[src/rtl/prbs_par_gen_if.sv]
// Output bundle of the parallel PRBS generator: one word per clk plus its valid flag.
// The generator drives the master side; the TX/loopback mux or checker takes the slave side.
interface prbs_par_gen_if #(
  parameter int n_channels = 16
);
  logic [n_channels-1:0] data;
  logic                  data_valid;

  modport master (output data, output data_valid);
  modport slave  (input  data, input  data_valid);
endinterface

[src/rtl/prbs_par_gen.sv]
// Parallel PRBS generator: n_channels LFSR steps per RUN clock, programmable tap mask and seed.
// Optional error injection is compiled in with `define PRBS_GEN_ERR_INJ_EN.
module prbs_par_gen #(
  parameter int  n_prbs     = 32,
  parameter int  n_channels = 16,
  parameter int  n_cnt      = 32,
  localparam int LaneW      = (n_channels > 1) ? $clog2(n_channels) : 1
) (
  input  logic              clk,
  input  logic              rstb,
  input  logic [n_prbs-1:0] eqn,
  input  logic [n_prbs-1:0] seed,
  input  logic              load,
  input  logic              run,
  input  logic              stop,
  prbs_par_gen_if.master    tx,
  output logic [1:0]        state_out,
`ifdef PRBS_GEN_ERR_INJ_EN
  input  logic              inj_err,
  input  logic [LaneW-1:0]  inj_lane,
  output logic [n_cnt-1:0]  err_cnt,
`endif
  output logic [n_cnt-1:0]  word_cnt
);

  typedef enum logic [1:0] {
    ST_IDLE   = 2'b00,
    ST_LOADED = 2'b01,
    ST_RUN    = 2'b10,
    ST_HOLD   = 2'b11
  } state_e;

  localparam logic [n_prbs-1:0] LfsrOne = {{(n_prbs-1){1'b0}}, 1'b1};
  localparam logic [n_cnt-1:0]  CntOne  = {{(n_cnt-1){1'b0}}, 1'b1};

  state_e                state_q, state_d;
  logic [n_prbs-1:0]     lfsr_q, lfsr_d;
  logic [n_channels-1:0] data_q, data_d;
  logic                  valid_q, valid_d;
  logic [n_cnt-1:0]      cnt_q, cnt_d;

  logic [n_prbs-1:0]     step_s;
  logic [n_channels-1:0] step_w;
  logic                  step_b;
  logic                  gen;
  logic [n_channels-1:0] flip;

  // A word is produced only on edges that leave the FSM in RUN: load and stop both pre-empt it.
  assign gen = (state_q == ST_RUN) && !load && !stop;

  always_comb begin
    step_s = lfsr_q;
    step_w = '0;
    step_b = 1'b0;
    for (int i = 0; i < n_channels; i++) begin
      if (step_s == '0) step_s = LfsrOne;
      step_b    = ^(step_s & eqn);
      step_s    = {step_s[n_prbs-2:0], step_b};
      step_w[i] = step_b;
    end
  end

  always_comb begin
    state_d = state_q;
    if (load) begin
      state_d = ST_LOADED;
    end else if (stop) begin
      if (state_q == ST_RUN) state_d = ST_HOLD;
    end else if (run) begin
      state_d = ST_RUN;
    end
  end

  always_comb begin
    lfsr_d  = lfsr_q;
    data_d  = data_q;
    valid_d = 1'b0;
    cnt_d   = cnt_q;
    if (load) begin
      lfsr_d = (seed == '0) ? LfsrOne : seed;
      data_d = '0;
      cnt_d  = '0;
    end else if (gen) begin
      lfsr_d  = step_s;
      data_d  = step_w ^ flip;
      valid_d = 1'b1;
      if (cnt_q != '1) cnt_d = cnt_q + CntOne;
    end
  end

  always_ff @(posedge clk or negedge rstb) begin
    if (!rstb) begin
      state_q <= ST_IDLE;
      lfsr_q  <= LfsrOne;
      data_q  <= '0;
      valid_q <= 1'b0;
      cnt_q   <= '0;
    end else begin
      state_q <= state_d;
      lfsr_q  <= lfsr_d;
      data_q  <= data_d;
      valid_q <= valid_d;
      cnt_q   <= cnt_d;
    end
  end

`ifdef PRBS_GEN_ERR_INJ_EN
  logic             inj_prev_q;
  logic             pend_q, pend_d;
  logic [LaneW-1:0] lane_q, lane_d;
  logic [n_cnt-1:0] errc_q, errc_d;
  logic             inj_rise;
  logic [LaneW-1:0] flip_lane;

  // Only the output word is corrupted; the LFSR keeps running clean so the checker resyncs for free.
  assign inj_rise  = inj_err && !inj_prev_q;
  assign flip_lane = inj_rise ? inj_lane : lane_q;

  always_comb begin
    pend_d = pend_q;
    lane_d = lane_q;
    errc_d = errc_q;
    flip   = '0;
    if (inj_rise) begin
      pend_d = 1'b1;
      lane_d = inj_lane;
    end
    if (load) begin
      pend_d = 1'b0;
      errc_d = '0;
    end else if (gen && (pend_q || inj_rise)) begin
      flip[flip_lane] = 1'b1;
      pend_d          = 1'b0;
      if (errc_q != '1) errc_d = errc_q + CntOne;
    end
  end

  always_ff @(posedge clk or negedge rstb) begin
    if (!rstb) begin
      inj_prev_q <= 1'b0;
      pend_q     <= 1'b0;
      lane_q     <= '0;
      errc_q     <= '0;
    end else begin
      inj_prev_q <= inj_err;
      pend_q     <= pend_d;
      lane_q     <= lane_d;
      errc_q     <= errc_d;
    end
  end

  assign err_cnt = errc_q;
`else
  assign flip = '0;
`endif

  assign tx.data       = data_q;
  assign tx.data_valid = valid_q;
  assign state_out     = state_q;
  assign word_cnt      = cnt_q;

endmodule

[src/flat_wrapper.sv]
// flat-port wrapper written by rule: the top's interface ports become plain ports
module prbs_par_gen_flat 
#(
  parameter int  n_prbs     = 32,
  parameter int  n_channels = 16,
  parameter int  n_cnt      = 32,
  localparam int LaneW      = (n_channels > 1) ? $clog2(n_channels) : 1
)
  (clk, rstb, eqn, seed, load, run, stop, state_out, word_cnt, tx_data, tx_data_valid);
  prbs_par_gen_if #(.n_channels(n_channels)) tx_i ();
  input  logic clk;
  input  logic rstb;
  input  logic [n_prbs-1:0] eqn;
  input  logic [n_prbs-1:0] seed;
  input  logic load;
  input  logic run;
  input  logic stop;
  output logic [1:0] state_out;
  output logic [n_cnt-1:0] word_cnt;
  output wire logic [$bits(tx_i.data)-1:0] tx_data;
  output wire logic [$bits(tx_i.data_valid)-1:0] tx_data_valid;
  assign tx_data = tx_i.data;
  assign tx_data_valid = tx_i.data_valid;
  prbs_par_gen #(.n_prbs(n_prbs), .n_channels(n_channels), .n_cnt(n_cnt)) u_core (.clk(clk), .rstb(rstb), .eqn(eqn), .seed(seed), .load(load), .run(run), .stop(stop), .tx(tx_i), .state_out(state_out), .word_cnt(word_cnt));
endmodule
[config.mk]
export PLATFORM = sky130hd
export DESIGN_NAME = prbs_par_gen_flat
export DESIGN_NICKNAME = d
export VERILOG_FILES = /design/src/rtl/prbs_par_gen_if.sv /design/src/rtl/prbs_par_gen.sv /design/src/flat_wrapper.sv
export SDC_FILE = /design/constraint.sdc
export NUM_CORES = 1
export LEC_CHECK = 0
export BUFFER_PORTS_ARGS = -buffer_cell sky130_fd_sc_hd__buf_4
export CORE_MARGIN = 2
export CORE_UTILIZATION = 61
export CTS_CLUSTER_SIZE = 20
export DETAILED_ROUTE_END_ITERATION = 16
export PLACE_DENSITY = 0.84
export SYNTH_ARGS = -nofsm -noshare
export SYNTH_HDL_FRONTEND = slang
export SYNTH_SLANG_ARGS = --single-unit
[constraint.sdc]
create_clock -name clk -period 19.25 [get_ports clk]
set_input_delay 3.85 -clock clk [delete_from_list [all_inputs] [get_ports clk]]
set_output_delay 3.85 -clock clk [all_outputs]
set_load 0.02 [all_outputs]
==> flow_metrics.tcl <==
set metrics [dict create \
    outcome "complete, no violations" \
    worstSetupPathType "in2reg" \
    crit_top_cell "xnor2_1" \
    worst_setup_path_start_kind "input pin" \
    min_period_ns 13.08 \
    cts_buffer_depth 2 \
    drv_slew 0 \
    placed_area_um2 12900 \
    cts_buffers 9 \
    critPathMaxStageDelay_ns 0.57 \
    nNetsFinal 1789 \
    tightest_slew_ns 1.07 \
    netlist.area_leader.share_pct 27.8 \
    place.gp.congestion 0.981 \
    dpl.hpwl_mm 26.9 \
    finalHoldViolations 0 \
    grt_pass1_wl_mm 62.5 \
    syn_area_per_cell_um2 7.05 \
    drt-total-wl_mm 39.5 \
    final_cells 1989 \
    die_area_um2 21000 \
    fin_skew_ns 0.00976 \
    synth_enable_flop_cells 0 \
    grt_use_total_pct 36.9 \
    hold_class "reg2reg" \
    rows 51 \
    post_cts_resized 0 \
    synth_seq_area_share_pct 17.2 \
    drt_iter0_drc 1281 \
    cts_tree "built" \
    worst_skew_pair.late_latency_ns 0.35 \
    n_fill_cell 1624 \
    synth-seq-cells 83 \
    syn_nets 1789 \
    place_inst 1973 \
    synth.largest_area_cell "xnor2_1" \
    drc 0 \
    grt_max_degree 115 \
    finalCritPeriodShare_pct 68.0 \
    area_growth_pct 8.79 \
    grtUsageMet1_pct 45.4 \
    clock_sinks 83 \
    synth.distinct_cells 84 \
    grt_util_met2_pct 59.5 \
    netlist_area_um2 12100 \
    preCtsSetupSlack_ns 5.94 \
    rsz0062_at_grt "no" \
    ys.flop_type "dfrtp_1" \
    viasPerCell 6.14 \
    portBuffers 119 \
    async_flop_share_pct 100 \
    yosysWarnings 0 \
    antenna_found_initial 0 \
    synth_area_leaders "xnor2_1 (28%), nand2_1 (17%), dfrtp_1 (17%)" \
    grt.busiest_layer "met2" \
    drtPass1Iterations 6 \
    worst_slack_ns 6.17 \
    drive_above_1_share_pct 10.9 \
    vias 12200 \
    ios 120 \
    synthCells 1719 \
    critical_path_arrival_ns 13.29 \
    relSlewSlack_pct 28.7 \
    critPathMaxFanout 18 \
    die_w_um 145 \
    die_h_um 145 \
    clockRootBuffer "clkbuf_16" \
    setup_violations 0 \
    use_met3_pct 6.29 \
    postCtsSetupBuffers 0 \
    core_um2 19500 \
    max_cap_viol_count 0 \
    initial_core_util_pct 62.2 \
    htreeDepth 3 \
    grt_overflow 0 \
    cp-end-kind "flop" \
    worstPathRequired_ns 19.45 \
    cp_slowest_cell "or2_1" \
    grt_pass1_vias 11700 \
    cts_hold_buf 0 \
    max_freq_mhz 76.4 \
    postRouteAntennaNets 0 \
    routedWlPerCell_um 19.9 \
    clkTransAtPathRegs_ns 0.06 \
    finish.instance_area_um2 13200 \
    final.setup.tns_ns 0 \
    n_antenna_cell 0 \
]
## synthesized netlist by cell type, types with 11 or more instances
cell type and instances:
a21oi_1 29, and3_1 16, clkbuf_1 125, dfrtp_1 82, inv_1 12, mux2i_1 22
nand2_1 552, nand3_1 28, nand3b_1 17, nor2_1 69, nor3_1 22, nor4_1 13
o21ai_0 53, o21ai_1 11, or3_1 12, xnor2_1 384, xor2_1 104
## cell families (layout without fill, tap and decap cells)
family | after synthesis | count (layout) | synth area share, %
compound gates | 162 | 162 | 9.42
mux | 27 | 27 | 2.41
xor+xnor | 503 | 503 | 38.0
simple gates | 782 | 782 | 27.7
fa+ha+maj | 1 | 1 | 0.103
buf+inv | 161 | 166 | 5.24
flops | 83 | 83 | 17.2
## layout make-up
type,instances,area (um^2),area share [%]
Sequential cell,83,2080,15.8
Clock inverter,5,61.3,0.465
Timing Repair Buffer,136,1020,7.75
Multi-Input combinational cell,1475,9400,71.3
Clock buffer,11,233,1.77
Tap cell,265,332,2.52
Inverter,14,52.6,0.399
## worst max-delay path, delay by kind of cell
kind	cells	cell delay, ns
mux	2	0.71
xor+xnor	11	3.57
buf+inv	1	0.22
simple gates	8	2.31
compound gates	11	2.59
## through the flow
| step | hold WS [ns] | utilization [%] |
|---|---|---|
| 2_1_floorplan | 0.494 | - |
| 3_3_place_gp | 0.496 | 66.2 |
| 3_5_place_dp | 0.505 | 66.2 |
| 4_1_cts | 0.520 | 67.7 |
| 5_1_grt | 0.533 | 67.7 |
| 6_report | 0.523 | 67.7 |
## state kept, by name, summed over array words and instances (netlist names)
name and count:
u_core.lfsr_q 32, u_core.word_cnt 32, u_core.tx.data 16, u_core.state_out 2, u_core.tx.data_valid 1
## cell usage in the layout, fill, tap and decap left out, types with 28 or more instances in the layout
master and count:
a21oi_1 29, dfrtp_1 82, nor2_1 69, xnor2_1 384
xor2_1 104, o21ai_0 53, nand3_1 28, nand2_1 552
buf_4 136
## per-layer routing
layer,wire (um),up-vias
li1,-,5460
met1,14200,5663
met2,17900,844
met3,4600,254
met4,2810,0
met5,0,-
## path summary, 6_finish.rpt
check	start	end	slack [ns]	depth (start not counted)
worst max-delay path	eqn[11]	u_core.tx.data[15]$_DFFE_PN0P_	6.17	33
worst min-delay path	u_core.tx.data[2]$_DFFE_PN0P_	u_core.tx.data[2]$_DFFE_PN0P_	0.52	2
worst max register to register	u_core.lfsr_q[2]$_DFFE_PN0P_	u_core.tx.data[15]$_DFFE_PN0P_	8.86	33
worst min register to register	u_core.tx.data[2]$_DFFE_PN0P_	u_core.tx.data[2]$_DFFE_PN0P_	0.52	2
max in group asynchronous	rstb	u_core.lfsr_q[10]$_DFFE_PN0P_	14.89	1
min in group asynchronous	rstb	u_core.word_cnt[15]$_DFFE_PN0P_	3.68	1
Power is not shown: default switching activity piles up to over one toggle a cycle in this logic, so the estimate is an artifact.
